<file path="src/rtl/result_reader.sv">
// result_reader: reads a block of words from a synchronous SRAM and
// serialises each word MSB first onto a single-bit downstream stream.
// One word is held in a buffer while the previous word is being shifted
// out, so consecutive words stream without idle bit slots.
//
// Downstream handshake: P_valid says P_out holds a bit; a bit is consumed
// on a rising edge where P_valid=1 and P_s=1. P_s while P_valid=0 has no
// effect. P_valid does not drop until its bit is consumed.
//
// SRAM handshake: cs_n is low for exactly one cycle per request. The
// address is then held and the block waits, without a timeout, for ry=1.
// read_data is captured on that edge. Only one request is in flight at a
// time.
module result_reader #(
   parameter int ADDR_W = 8,
   parameter int DATA_W = 32
) (
   input  logic              clk,
   input  logic              rst,
   input  logic              start,
   input  logic [ADDR_W-1:0] base_addr,
   input  logic [ADDR_W:0]   num_words,
   output logic              cs_n,
   output logic              we_n,
   output logic [ADDR_W-1:0] address,
   input  logic              ry,
   input  logic [DATA_W-1:0] read_data,
   input  logic              P_s,
   output logic              P_out,
   output logic              P_valid,
   output logic              busy,
   output logic              read_done,
   output logic [2:0]        dbg_state
);

   localparam int CNT_W = (DATA_W > 1) ? $clog2(DATA_W) : 1;
   localparam logic [CNT_W-1:0] LAST_BIT = CNT_W'(DATA_W - 1);

   typedef enum logic [2:0] {
      IDLE  = 3'd0,
      REQ   = 3'd1,
      WAIT  = 3'd2,
      HOLD  = 3'd3,
      DRAIN = 3'd4
   } state_t;

   state_t            state;

   // Parameters of the readout in progress, latched when start is accepted
   logic [ADDR_W-1:0] base_q;
   logic [ADDR_W:0]   num_q;
   // Number of words requested so far (counted as each REQ cycle ends)
   logic [ADDR_W:0]   req_cnt;

   // One-word holding buffer between SRAM and shifter
   logic [DATA_W-1:0] buf_data;
   logic              buf_full;

   // Output shifter: MSB is the current bit, sh_cnt counts bits consumed
   logic [DATA_W-1:0] sh_data;
   logic [CNT_W-1:0]  sh_cnt;
   logic              sh_valid;

   logic              consume;
   logic              sh_last;
   logic              sh_load;
   logic              capture;
   logic              words_left;
   logic [ADDR_W-1:0] next_addr;

   // Handshake and data-movement decisions for the current cycle
   always_comb begin
      consume    = P_s && sh_valid;
      sh_last    = consume && (sh_cnt == LAST_BIT);
      // Shifter takes the buffered word when it is idle or finishing now
      sh_load    = buf_full && (!sh_valid || sh_last);
      capture    = (state == WAIT) && ry;
      words_left = (req_cnt < num_q);
      // Address arithmetic wraps naturally at 2^ADDR_W
      next_addr  = base_q + req_cnt[ADDR_W-1:0];
   end

   // Control FSM with registered SRAM strobes and status outputs
   always_ff @(posedge clk or negedge rst) begin
      if (!rst) begin
         state     <= IDLE;
         base_q    <= '0;
         num_q     <= '0;
         req_cnt   <= '0;
         cs_n      <= 1'b1;
         address   <= '0;
         busy      <= 1'b0;
         read_done <= 1'b0;
      end else begin
         read_done <= 1'b0;
         cs_n      <= 1'b1;
         case (state)
            IDLE: begin
               if (start) begin
                  if (num_words == '0) begin
                     // Empty readout completes immediately without SRAM traffic
                     read_done <= 1'b1;
                  end else begin
                     base_q  <= base_addr;
                     num_q   <= num_words;
                     req_cnt <= '0;
                     address <= base_addr;
                     cs_n    <= 1'b0;
                     busy    <= 1'b1;
                     state   <= REQ;
                  end
               end
            end
            REQ: begin
               req_cnt <= req_cnt + 1'b1;
               state   <= WAIT;
            end
            WAIT: begin
               if (ry) begin
                  if (!words_left) begin
                     state <= DRAIN;
                  end else if (!sh_valid || sh_last) begin
                     // Shifter is empty after this edge, so it will take the
                     // new word next cycle and free the buffer well before
                     // the following capture.
                     address <= next_addr;
                     cs_n    <= 1'b0;
                     state   <= REQ;
                  end else begin
                     state <= HOLD;
                  end
               end
            end
            HOLD: begin
               if (!buf_full) begin
                  address <= next_addr;
                  cs_n    <= 1'b0;
                  state   <= REQ;
               end
            end
            DRAIN: begin
               if (!buf_full && sh_last) begin
                  busy      <= 1'b0;
                  read_done <= 1'b1;
                  state     <= IDLE;
               end
            end
            default: begin
               state <= IDLE;
            end
         endcase
      end
   end

   // Holding buffer and output shifter datapath
   always_ff @(posedge clk or negedge rst) begin
      if (!rst) begin
         buf_data <= '0;
         buf_full <= 1'b0;
         sh_data  <= '0;
         sh_cnt   <= '0;
         sh_valid <= 1'b0;
      end else begin
         // A capture only happens while the buffer is empty, so it never
         // coincides with the shifter draining the buffer.
         if (capture) begin
            buf_data <= read_data;
            buf_full <= 1'b1;
         end else if (sh_load) begin
            buf_full <= 1'b0;
         end

         if (sh_load) begin
            sh_data  <= buf_data;
            sh_cnt   <= '0;
            sh_valid <= 1'b1;
         end else if (consume) begin
            sh_data <= {sh_data[DATA_W-2:0], 1'b0};
            if (sh_cnt == LAST_BIT) begin
               sh_cnt   <= '0;
               sh_valid <= 1'b0;
            end else begin
               sh_cnt <= sh_cnt + CNT_W'(1);
            end
         end
      end
   end

   assign we_n      = 1'b1;
   assign P_valid   = sh_valid;
   assign P_out     = sh_valid & sh_data[DATA_W-1];
   assign dbg_state = state;

endmodule

</file>
<file path="config.mk">
export PLATFORM = sky130hd
export DESIGN_NAME = result_reader
export DESIGN_NICKNAME = d
export VERILOG_FILES = /design/src/rtl/result_reader.sv
export SDC_FILE = /design/constraint.sdc
export NUM_CORES = 1
export LEC_CHECK = 0
export BUFFER_PORTS_ARGS = -buffer_cell sky130_fd_sc_hd__buf_2
export CORE_MARGIN = 2
export CORE_UTILIZATION = 50
export CTS_CLUSTER_DIAMETER = 120
export DETAILED_ROUTE_END_ITERATION = 8
export GPL_ROUTABILITY_DRIVEN = 0
export GPL_TIMING_DRIVEN = 0
export PLACE_DENSITY = 0.76
export SYNTH_ARGS = -nofsm -noshare
export SYNTH_HDL_FRONTEND = slang
export SYNTH_SLANG_ARGS = --single-unit
</file>
<file path="constraint.sdc">
create_clock -name clk -period 4.2 [get_ports clk]
set_input_delay 0.63 -clock clk [delete_from_list [all_inputs] [get_ports clk]]
set_output_delay 0.63 -clock clk [all_outputs]
set_load 0.03 [all_outputs]
</file>
Yosys cells after proc, flatten, opt, wreduce, memory -nomap -nowiden

Cells that the tools add are included.

Bits in registers: 111
Input port bits: 54
Word-level logic and storage cells: 95

Eq/ne operators: 12
Bitwise operators: 2
Muxes and demuxes: 42
Reductions and logical operators: 22
Order comparisons: 1
$add $sub $neg: 3

Operator list:

| operator                                      | number |
|---|---|
| 2-to-1 mux 32 bit                             | 2 |
| 2-to-1 mux 8 bit                              | 6 |
| case mux 8 bit (3 select lines)               | 1 |
| 2-to-1 mux 3 bit                              | 6 |
| 2-to-1 mux 9 bit                              | 2 |
| case mux 9 bit (2 select lines)               | 1 |
| 2-to-1 mux 1 bit                              | 16 |
| 2-to-1 mux 5 bit                              | 3 |
| case mux 3 bit (5 select lines)               | 1 |
| inequality test 2 bit, second input constant  | 6 |
| nonzero test 2 bit                            | 5 |
| adder 9 x 1 -> 9 bit, second input constant   | 1 |
| zero test 9 bit                               | 1 |
| less-than comparator 9 bit                    | 1 |
| adder 8 bit                                   | 1 |
| AND reduction 7 bit                           | 1 |
| == test 3 x 2 -> 1 bit, second input constant | 2 |
| AND reduction 3 bit                           | 2 |
| adder 5 x 1 -> 5 bit, second input constant   | 1 |
| == test 5 bit, second input constant          | 1 |
| logical AND 1 bit                             | 5 |
| AND reduction 5 bit                           | 1 |
| case mux 1 bit (2 select lines)               | 2 |
| AND reduction 4 bit                           | 1 |
| 12 further kinds                              | 13 |

Logic depth before layout (Yosys ltp)

Gate-level depths: netlist (run 1).

Depth in word-level cells: 7
Mapped depth: 10
Mapped depth without buffers: 8

Worst setup path after synthesis (run 1)

Ideal clock, no wire load.

Path kind: input port to flip-flop
Start point: input port num_words[4]
End point: register address[7]
Setup slack: 1,695 ps
Stages: 7
Path buffers: 2
Data required time: 4,074 ps
Arrival: 2,378 ps
Cell sequence: or4_4 o31a_1 buf_6 a31o_4 a21o_1 buf_6 a311o_1

Cells in the longest elaborated chain, start to end: 3

RTL lines:

| item                            | RTL line | RTL |
|---|---|---|
| from (decl)                     | 22       | `input logic [ADDR_W:0] num_words,` |
| zero test 9 bit                 | 100      | `if (num_words == '0) begin` |
| inequality test 2 bit (no line) | -        |  |
| AND reduction 7 bit (no line)   | -        |  |
| to (signal assigned)            | 107      | `address <= base_addr;` |
| to (signal assigned)            | 126      | `address <= next_addr;` |
| to (signal assigned)            | 136      | `address <= next_addr;` |
| to (decl)                       | 25       | `output logic [ADDR_W-1:0] address,` |

No other way between the ends.
A chain may end at the register's enable or synchronous reset.

Worst setup path in the final report (run 1)

Start point: register req_cnt[7]
End point: register address[0]

Cells in the longest elaborated chain, start to end: 3

RTL lines:

| item                            | RTL line | RTL |
|---|---|---|
| from (decl)                     | 53       | `logic [ADDR_W:0] req_cnt;` |
| from (signal assigned)          | 115      | `req_cnt <= req_cnt + 1'b1;` |
| less-than comparator 9 bit      | 78       | `words_left = (req_cnt < num_q);` |
| inequality test 2 bit (no line) | -        |  |
| AND reduction 7 bit (no line)   | -        |  |

No other way between the ends.

==> run_results.csv, run 1 <==
group,metric,value,unit
outcome,run_status,"complete, no violations",
synthesis,synth.yosys.seq_area_share,0.5184,
placed_design,placed_cell_count,713,
synthesis,synth-async-reset-ratio,1.000,
timing,finalMaxSlewViolations,0,
global_route,grt_overflow_total,0,
final_layout,area.growth.synth_to_final,13.45,%
clocking,total_number_of_clock_tree_sinks,111,
timing,worst-slew-pin-transition,729.9,ps
critical_path,critical_path_class,"reg2reg",
global_route,grt_max_degree,77,
route,via_per_inst,5.442,
synthesis,postSynthNetCount,580,
clocking,cts_htree_levels,3,
pwr,power.static_leakage,2.857,nW
timing,finalCriticalPeriod,2707,ps
timing,final.setup_skew,9.469,ps
placed_design,detailedPlacementHpwl,8.049,mm
flow_run,max_cap_viols,0,
timing,fin_setup_tns,0,ps
synthesis,netlist_instances,507,
clocking,cts.root.buffer_cell,"sky130_fd_sc_hd__clkbuf_8",
synthesis,yosysUniqueCellTypes,51,
critical_path,cp.required,4480,ps
timing,max_clock_freq,369.5,MHz
final_layout,antenna_cells,0,
clocking,post_cts.repair.setup_buffers,0,
die,boundaryPins,71,
timing,finalHoldViolations,0,
final_layout,final_nets,661,
clocking,ctsResizeCount,0,
timing,maxSlewHeadroom,0.5134,
final_layout,finalNonFillerCells,728,
critical_path,crit_path_max_fanout,9,
final_layout,layout.filler_cells,893,
worst_hold_path,hold_path.class,"in2async",
final_layout,mostFrequentLayoutCell,"sky130_fd_sc_hd__dfrtp_1",
pwr,tot_pwr,3.757,mW
clocking,cts_tree,"yes",
global_route,grt_pass1_wl,18.89,mm
route,met2_length,5.632,mm
clocking,cts.hold.buffers_added,0,
pwr,cellPowerDensity,617.8,nW/um^2
route,routedWlPerCell,15.32,um
clocking,clock_buffer_depth,2,
critical_path,critical_path.slowest_cell,"sky130_fd_sc_hd__nor4b_1",
timing,rsz0062_at_grt,"no",
critical_path,critPathArrivalTime,2980,ps
synthesis,post_synth_instance_area,5360,sq um
critical_path,timing.critical_path.to_type,"flop",
route,drtIter0Drc,157,
synthesis,synthesized_area_divided_by_synthesized_cell_count,10.57,sq um
clocking,path_clk_slew,110,ps
global_route,global_route.usage.total,0.2083,
global_route,first_global_vias,4079,
route,detail-route-antenna-nets,0,
route,drtPass1Iterations,4,
synthesis,synth_edf_count,0,
clocking,cts_inserted_buffers,9,
route,top_layer,"met4",
die,floorplan.core_area,10370,sq um
global_route,initial_antenna_violation_count,0,
placed_design,port_buffers,69,
timing,setup_violations,0,
synthesis,postSynth.topFlopCell,"sky130_fd_sc_hd__dfrtp_1",
clocking,clk_latency,390,ps
timing,layout_worst_path_cycle_share,0.6444,
route,vias,3962,
route,routed_wirelength,11.16,mm
critical_path,critical_path.startpoint_type,"flop",
synthesis,ys_warn_count,0,
route,remaining_drc_errors,0,
final_layout,layout.cells.most_common_list,"sky130_fd_sc_hd__dfrtp_1 (110), sky130_fd_sc_hd__nand2_1 (86), sky130_fd_sc_hd__buf_2 (68)",
die,design.die.area,11560,sq um
die,die-height,107.5,um
die,die-width,107.5,um
synthesis,flip_flop_and_latch_count_after_synthesis,111,
critical_path,worst_path_largest_cell_delay,560,ps
critical_path,crit_path_cell_trace,"ha_1 > a41o_1 > a21oi_1 > nor4b_1 > a21o_1 > buf_6 > mux2_4",
route,met1_length,4.796,mm
final_layout,drive_gt1_frac,0.2213,
pwr,peakVddDrop,387.9,uV
die,std_cell_rows,37,
route,met3_length,555,um
die,start_util,0.5169,
-- cell type report --
cell class	count	area [sq um]	area share
Clock buffer	9	123.9	0.02037
Buffer	28	123.9	0.02037
Sequential cell	111	2779	0.4570
Multi-Input combinational cell	348	2382	0.3918
Timing Repair Buffer	70	375.4	0.06173
Clock inverter	6	51.30	0.008436
Tap cell	136	170.2	0.02798
Inverter	20	75.07	0.01235
-- critical path, delay by kind of cell (launching register included) --
kind	cells	cell delay [ps]
adder cells (fa/ha/maj)	1	350
multiplexers	1	310
flip-flops	1	470
AND/OR/NAND/NOR	1	560
buffers and inverters	1	160
AO/OA/AOI/OAI	3	770
-- cells in the mapped netlist, types with 2 or more instances --
library cell,count,area share
sky130_fd_sc_hd__o211ai_1,4,0.0056
sky130_fd_sc_hd__o31a_1,2,0.0033
sky130_fd_sc_hd__ha_1,18,0.042
sky130_fd_sc_hd__mux2i_1,34,0.063
sky130_fd_sc_hd__nor3b_1,3,0.0042
sky130_fd_sc_hd__nand2_1,86,0.060
sky130_fd_sc_hd__or2_2,2,0.0023
sky130_fd_sc_hd__nand3_1,11,0.010
sky130_fd_sc_hd__or3_1,3,0.0035
sky130_fd_sc_hd__inv_1,20,0.014
sky130_fd_sc_hd__and2_1,2,0.0023
sky130_fd_sc_hd__a21o_1,5,0.0070
sky130_fd_sc_hd__nor4_1,3,0.0035
sky130_fd_sc_hd__a21oi_1,14,0.013
sky130_fd_sc_hd__o21ai_0,52,0.049
sky130_fd_sc_hd__mux2_2,33,0.069
sky130_fd_sc_hd__buf_6,2,0.0042
sky130_fd_sc_hd__xor2_1,6,0.0098
sky130_fd_sc_hd__a211oi_1,5,0.0070
sky130_fd_sc_hd__clkbuf_1,22,0.015
sky130_fd_sc_hd__xnor2_1,3,0.0049
sky130_fd_sc_hd__o21bai_1,2,0.0028
sky130_fd_sc_hd__buf_1,3,0.0021
sky130_fd_sc_hd__mux2_4,5,0.014
sky130_fd_sc_hd__a31oi_1,2,0.0023
sky130_fd_sc_hd__nor3_1,2,0.0019
sky130_fd_sc_hd__nand2b_1,3,0.0035
sky130_fd_sc_hd__o2111ai_1,3,0.0049
sky130_fd_sc_hd__dfrtp_1,110,0.51
sky130_fd_sc_hd__nor2b_1,4,0.0047
sky130_fd_sc_hd__nor2_1,19,0.013
sky130_fd_sc_hd__and3_1,4,0.0047
sky130_fd_sc_hd__nand4_1,2,0.0023
-- registers in the layout, indices dropped and copies added (netlist names), 3 cells and up --
name,flops
base_q,8
num_q,9
dbg_state,3
sh_cnt,5
req_cnt,9
address,8
sh_data,32
buf_data,32
-- power breakdown --
| part | internal [mW] | switching, mW | leakage [nW] | total [mW] |
|---|---|---|---|---|
| Clock | 0.223 | 0.380 | 0.0924 | 0.603 |
| Combinational | 0.642 | 0.732 | 1.38 | 1.37 |
| Sequential | 1.51 | 0.273 | 1.38 | 1.78 |
| Total | 2.37 | 1.38 | 2.86 | 3.76 |
-- kinds of logic after synthesis --
kind of cell	count (synthesis)	share of synthesized area
xor+xnor	9	0.01471
mux	72	0.1468
flops	111	0.5184
compound gates	99	0.1128
other cells	1	0.0006996
buf+inv	48	0.03711
simple gates	148	0.1237
fa+ha+maj	19	0.04575
-- layer usage --
| metal | track usage | vias up |
|---|---|---|
| li1 | - | 1917 |
| met1 | 0.2576 | 1927 |
| met2 | 0.3571 | 101 |
| met3 | 0.04600 | 17 |
| met4 | 0.07692 | 0 |
| met5 | 0 | - |
-- stage by stage --
stage	util	worst slack, ps	area, sq um	hold WS [ps]
final	0.5864	1493	6081	202.8
after global placement	0.5666	1268	5876	459.8
after floorplan	-	1695	5360	334.4
after CTS	0.5864	1493	6081	204.4
after detailed placement	0.5695	1497	5906	459.2
after global routing	0.5864	1262	6081	227.9
-- worst paths after layout --
path / start / to / depth (start not counted) / slack, ps
worst min-delay path: rst / address[1] / 1 / 200
worst max-delay path: req_cnt[7] / address[0] / 7 / 1490
worst min register to register: buf_data[13] / sh_data[13] / 2 / 490
min in group clk: base_addr[3] / base_q[3] / 3 / 450
max in group asynchronous: rst / sh_data[9] / 2 / 3250
worst max register to register: req_cnt[7] / address[0] / 7 / 1490
No activity file was read; power rests on OpenSTA's default activity.
==> run 2: changes to the inputs <==
- clock period: 4.2 -> 2.6 ns (I/O delays scaled with it)
==> run 2 against run 1 <==
Combinational power grew 63%. Critical endpoint unchanged. Power grew 62%. Sequential share of layout area shrank 0.20 points.
==> run_results.csv, run 2 (same netlist as run 1, synthesis figures left out) <==
group,metric,value,unit
outcome,run_status,"complete, no violations",
clocking,cts_tree,"yes",
clocking,total_number_of_clock_tree_sinks,111,
route,drtPass1Iterations,4,
final_layout,final_nets,662,
final_layout,antenna_cells,0,
die,design.die.area,11560,sq um
final_layout,area.growth.synth_to_final,13.94,%
clocking,cts.root.buffer_cell,"sky130_fd_sc_hd__clkbuf_8",
timing,finalMaxSlewViolations,0,
route,routed_wirelength,11.20,mm
clocking,path_clk_slew,110,ps
timing,finalCriticalPeriod,2519,ps
die,start_util,0.5169,
pwr,cellPowerDensity,993.5,nW/um^2
pwr,power.switching,2.232,mW
global_route,initial_antenna_violation_count,0,
global_route,first_global_vias,4089,
global_route,grt_pass1_wl,18.97,mm
timing,worst-slew-pin-transition,728.1,ps
pwr,combinationalPowerShare,0.367,
global_route,grt_overflow_total,0,
timing,final.setup_skew,11.36,ps
critical_path,critical_path.slowest_cell,"sky130_fd_sc_hd__dfrtp_1",
die,die-width,107.5,um
final_layout,drive_gt1_frac,0.2310,
route,drtIter0Drc,163,
die,floorplan.core_area,10370,sq um
placed_design,pre_cts_ws,-88.56,ps
pwr,power.share.sequential,0.474,
die,std_cell_rows,37,
timing,maxSlewHeadroom,0.5146,
critical_path,crit_path_max_fanout,9,
placed_design,port_buffers,69,
placed_design,detailedPlacementHpwl,8.049,mm
final_layout,largest_registers,"buf_data (32), sh_data (32)",
clocking,clock_buffer_depth,2,
route,vias,3980,
critical_path,crit_path_cell_trace,"ha_1 > a41o_1 > a21oi_1 > nor4b_2 > a21o_1 > buf_6 > mux2_4",
pwr,p_sw_frac,0.3679,
clocking,cts_htree_levels,3,
pwr,peakVddDrop,623.0,uV
critical_path,critical_path.startpoint_type,"flop",
route,via_per_inst,5.460,
timing,max_clock_freq,397.0,MHz
timing,rsz0062_at_grt,"yes",
timing,finalHoldViolations,0,
timing,postLayoutSetupSlackWorst,81.30,ps
final_layout,mostFrequentLayoutCell,"sky130_fd_sc_hd__dfrtp_1",
die,boundaryPins,71,
route,remaining_drc_errors,0,
route,routedWlPerCell,15.37,um
critical_path,worst_path_largest_cell_delay,470,ps
flow_run,max_cap_viols,0,
critical_path,critPathArrivalTime,2790,ps
global_route,global_route.usage.total,0.2089,
timing,layout_worst_path_cycle_share,0.9687,
critical_path,worst-r2r-setup-slack,80,ps
critical_path,cp.required,2870,ps
worst_hold_path,hold_path.class,"in2reg",
critical_path,critical_path_class,"reg2reg",
pwr,power.static_leakage,2.874,nW
timing,setup_violations,0,
final_layout,layout.filler_cells,893,
final_layout,layout.cells.most_common_list,"sky130_fd_sc_hd__dfrtp_1 (110), sky130_fd_sc_hd__nand2_1 (86), sky130_fd_sc_hd__buf_2 (68)",
die,die-height,107.5,um
route,detail-route-antenna-nets,0,
clocking,cts_inserted_buffers,9,
pwr,clock_power_share,0.159,
pwr,power.internal,3.835,mW
clocking,clk_latency,390,ps
clocking,post_cts.repair.setup_buffers,0,
critical_path,timing.critical_path.to_type,"flop",
global_route,grt_max_degree,77,
timing,worst_hold_slack,213.2,ps
==> run 2: changes by cell type in the layout (fill, tap and decap cells not counted), sizes merged <==
cell	delta
buf	+3
dlygate4sd3	+1
clkbuf	-3
==> run 2: through the flow <==
step,util,instance area (sq um),setup TNS [ps],power (mW),instances
CTS,0.5883,6101,0,6.122,729
global route,0.5889,6107,-2307,6.542,729
detailed placement,0.5695,5906,-2496,5.127,713
global placement,0.5666,5876,-9821,4.969,712
finish,0.5889,6107,0,6.067,729
floorplan,-,5360,0,4.483,507
==> run 2: cell type report <==
class | count | area (sq um) | share of cell area
flip-flops and latches | 111 | 2779 | 0.4550
multi-input cells | 348 | 2395 | 0.3921
repair buffers | 71 | 385.4 | 0.06310
well taps | 136 | 170.2 | 0.02786
plain buffers | 28 | 127.6 | 0.02090
clock buffers | 9 | 123.9 | 0.02028
inverters | 20 | 75.07 | 0.01229
clock inverters | 6 | 51.30 | 0.008400
==> run 2: layer usage <==
layer  track usage  up-vias  share of wire
li1              -     1919              -
met1        0.2584     1932           0.43
met2        0.3585      113           0.50
met3       0.04600       16          0.055
met4       0.07692        0          0.017
met5             0        -              0
==> run 2: final timing paths <==
| check | startpoint | endpoint | depth (start not counted) |
|---|---|---|---|
| setup / recovery | req_cnt[7] | address[0] | 7 |
| hold reg to reg | buf_data[16] | sh_data[16] | 2 |
| setup reg to reg | req_cnt[7] | address[0] | 7 |
| min in group asynchronous | rst | address[1] | 2 |
| max in group asynchronous | rst | sh_data[9] | 3 |
| hold / removal | base_addr[3] | base_q[3] | 3 |
==> run 2: power by group through the flow <==
stage / Sequential, mW / Combinational, mW / Clock [mW]
floorplan: 2.94 / 1.55 / 0
global placement: 2.88 / 2.09 / 0
detailed placement: 2.91 / 2.22 / 0
CTS: 2.88 / 2.25 / 1.00
global route: 2.96 / 2.51 / 1.07
finish: 2.88 / 2.23 / 0.965
==> run 2: timing repair <==
action | CTS | global route
endpoints found under the setup margin | 44 | 42
hold buffers | 1 | 0
pin swaps | 0 | 0
gates resized for setup | 3 | 8
hold endpoints to repair | 34 | 0
==> run 2: worst max-delay path, delay by kind of cell (launching register included) <==
kind	cells	cell delay [ps]
adders and majority gates	1	350
buffers and inverters	1	160
and+or+nand+nor	1	400
AOI/OAI and AO/OA	3	730
DFF	1	470
muxes	1	300
==> run 3: changes to the inputs <==
- clock period: 2.6 -> 2.9 ns (I/O delays scaled with it)
==> run 3 against run 2 <==
Via count is 0.10% lower. Power fell by 10%. Wire length decreased by 0.37%. Design area down 0.37%. Fmax fell by 6.7%. Hold slack got worse by 210 ps. Largest power group unchanged. Highest routed layer unchanged.
==> run_results.csv, run 3 (same netlist as run 1, synthesis figures left out) <==
group,metric,value,unit
die,die-height,107.5,um
clocking,cts_tree,"yes",
critical_path,worst-path-buf-inv,1,
critical_path,critical_path.endpoint,"address[0]",
critical_path,timing.critical_path.to_type,"flop",
final_layout,mostFrequentLayoutCell,"sky130_fd_sc_hd__dfrtp_1",
critical_path,rr_startpoint,"req_cnt[7]",
critical_path,critical_path.startpoint_type,"flop",
critical_path,critical_path_cell_count,7,
final_layout,drive_gt1_frac,0.2247,
placed_design,pre_cts_ws,211.4,ps
flow_run,max_cap_viols,0,
critical_path,cp.required,3170,ps
critical_path,worst_setup_path_startpoint,"req_cnt[7]",
route,routedWlPerCell,15.33,um
global_route,grt_pass1_wl,18.89,mm
timing,postLayoutSetupSlackWorst,199.6,ps
final_layout,final_nets,661,
critical_path,timing.rr.end,"address[0]",
timing,worst_hold_slack,6.114,ps
timing,max_clock_freq,370.3,MHz
outcome,run_status,"complete, no violations",
global_route,grt_max_degree,77,
global_route,global_route.usage.total,0.2083,
final_layout,antenna_cells,0,
global_route,grt_overflow_total,0,
clocking,total_number_of_clock_tree_sinks,111,
die,die-width,107.5,um
route,drtIter0Drc,154,
route,detail-route-antenna-nets,0,
global_route,first_global_vias,4079,
placed_design,port_buffers,69,
pwr,cellPowerDensity,894.3,nW/um^2
timing,finalMaxSlewViolations,0,
route,drtPass1Iterations,4,
route,via_per_inst,5.462,
final_layout,largest_registers,"buf_data (32), sh_data (32)",
global_route,initial_antenna_violation_count,0,
critical_path,critical_path.slowest_cell,"sky130_fd_sc_hd__nor4b_1",
route,routed_wirelength,11.16,mm
pwr,tot_pwr,5.441,mW
critical_path,critical_path_class,"reg2reg",
placed_design,placed_area,5906,sq um
final_layout,post_route_design_area,6085,sq um
timing,fin_setup_tns,0,ps
pwr,power.static_leakage,2.860,nW
critical_path,crit_path_cell_trace,"ha_1 > a41o_1 > a21oi_1 > nor4b_1 > a21o_1 > buf_6 > mux2_4",
clocking,cts_htree_levels,3,
timing,setup_violations,0,
timing,rsz0062_at_grt,"no",
route,vias,3976,
final_layout,finished_core_util,0.5868,
critical_path,worst-r2r-setup-slack,200,ps
placed_design,placed_cell_count,713,
timing,finalCriticalPeriod,2700,ps
critical_path,worst_path_largest_cell_delay,560,ps
clocking,clock_buffer_depth,2,
critical_path,ff2ff_path_depth,7,
route,remaining_drc_errors,0,
clocking,cts_inserted_buffers,9,
die,boundaryPins,71,
die,start_util,0.5169,
pwr,peakVddDrop,565.2,uV
clocking,path_clk_slew,110,ps
critical_path,crit_path_max_fanout,9,
die,std_cell_rows,37,
timing,finalHoldViolations,0,
worst_hold_path,hold_path.class,"in2async",
die,design.die.area,11560,sq um
clocking,clk_latency,390,ps
critical_path,critPathTopFamily,"compound AO/OA/AOI/OAI gates",
final_layout,layout.cells.most_common_list,"sky130_fd_sc_hd__dfrtp_1 (110), sky130_fd_sc_hd__nand2_1 (86), sky130_fd_sc_hd__buf_2 (68)",
timing,final.setup_skew,10.73,ps
timing,worst-slew-pin-transition,729.2,ps
clocking,cts.root.buffer_cell,"sky130_fd_sc_hd__clkbuf_8",
final_layout,area.growth.synth_to_final,13.52,%
placed_design,detailedPlacementHpwl,8.049,mm
final_layout,finalNonFillerCells,728,
critical_path,critPathArrivalTime,2980,ps
timing,layout_worst_path_cycle_share,0.9312,
die,floorplan.core_area,10370,sq um
timing,maxSlewHeadroom,0.5139,
[run 3: power breakdown]
group          switching (mW)  total (mW)  internal (mW)
Clock                   0.547       0.871          0.323
Sequential              0.395        2.58           2.18
Combinational            1.06        1.99          0.930
[run 3: timing repair]
action                     CTS  global route
gates resized for setup      0             3
hold buffers                 0             0
setup endpoints to repair    0            31
buffers inserted             0             0
[run 3: worst min-delay path by stage]
stage	startpoint	to	slack (ps)	depth (start not counted)
floorplan	rst	P_valid	140	0
global placement	num_q[0]	num_q[0]	460	2
detailed placement	rst	num_q[5]	440	1
CTS	rst	num_q[6]	9	1
global route	rst	address[1]	30	1
finish	rst	address[1]	6	1
[run 3: cell type report]
class,instances,area [sq um]
clock buffer,9,123.9
timing repair buffer,70,375.4
tap,136,170.2
fill,894,4285
buffer,28,125.1
clock inverter,6,51.30
sequential,111,2779
multi-input combinational,348,2385
inverter,20,75.07
[run 3: layer usage]
| metal | share of wire | up-vias | routed length (um) | global-route usage |
|---|---|---|---|---|
| met4 | 0.020 | 0 | 227 | 0.07692 |
| met1 | 0.43 | 1933 | 4844 | 0.2576 |
| met3 | 0.044 | 24 | 490 | 0.04600 |
| met2 | 0.50 | 102 | 5599 | 0.3571 |
| met5 | 0 | - | 0 | 0 |
| li1 | - | 1917 | - | - |
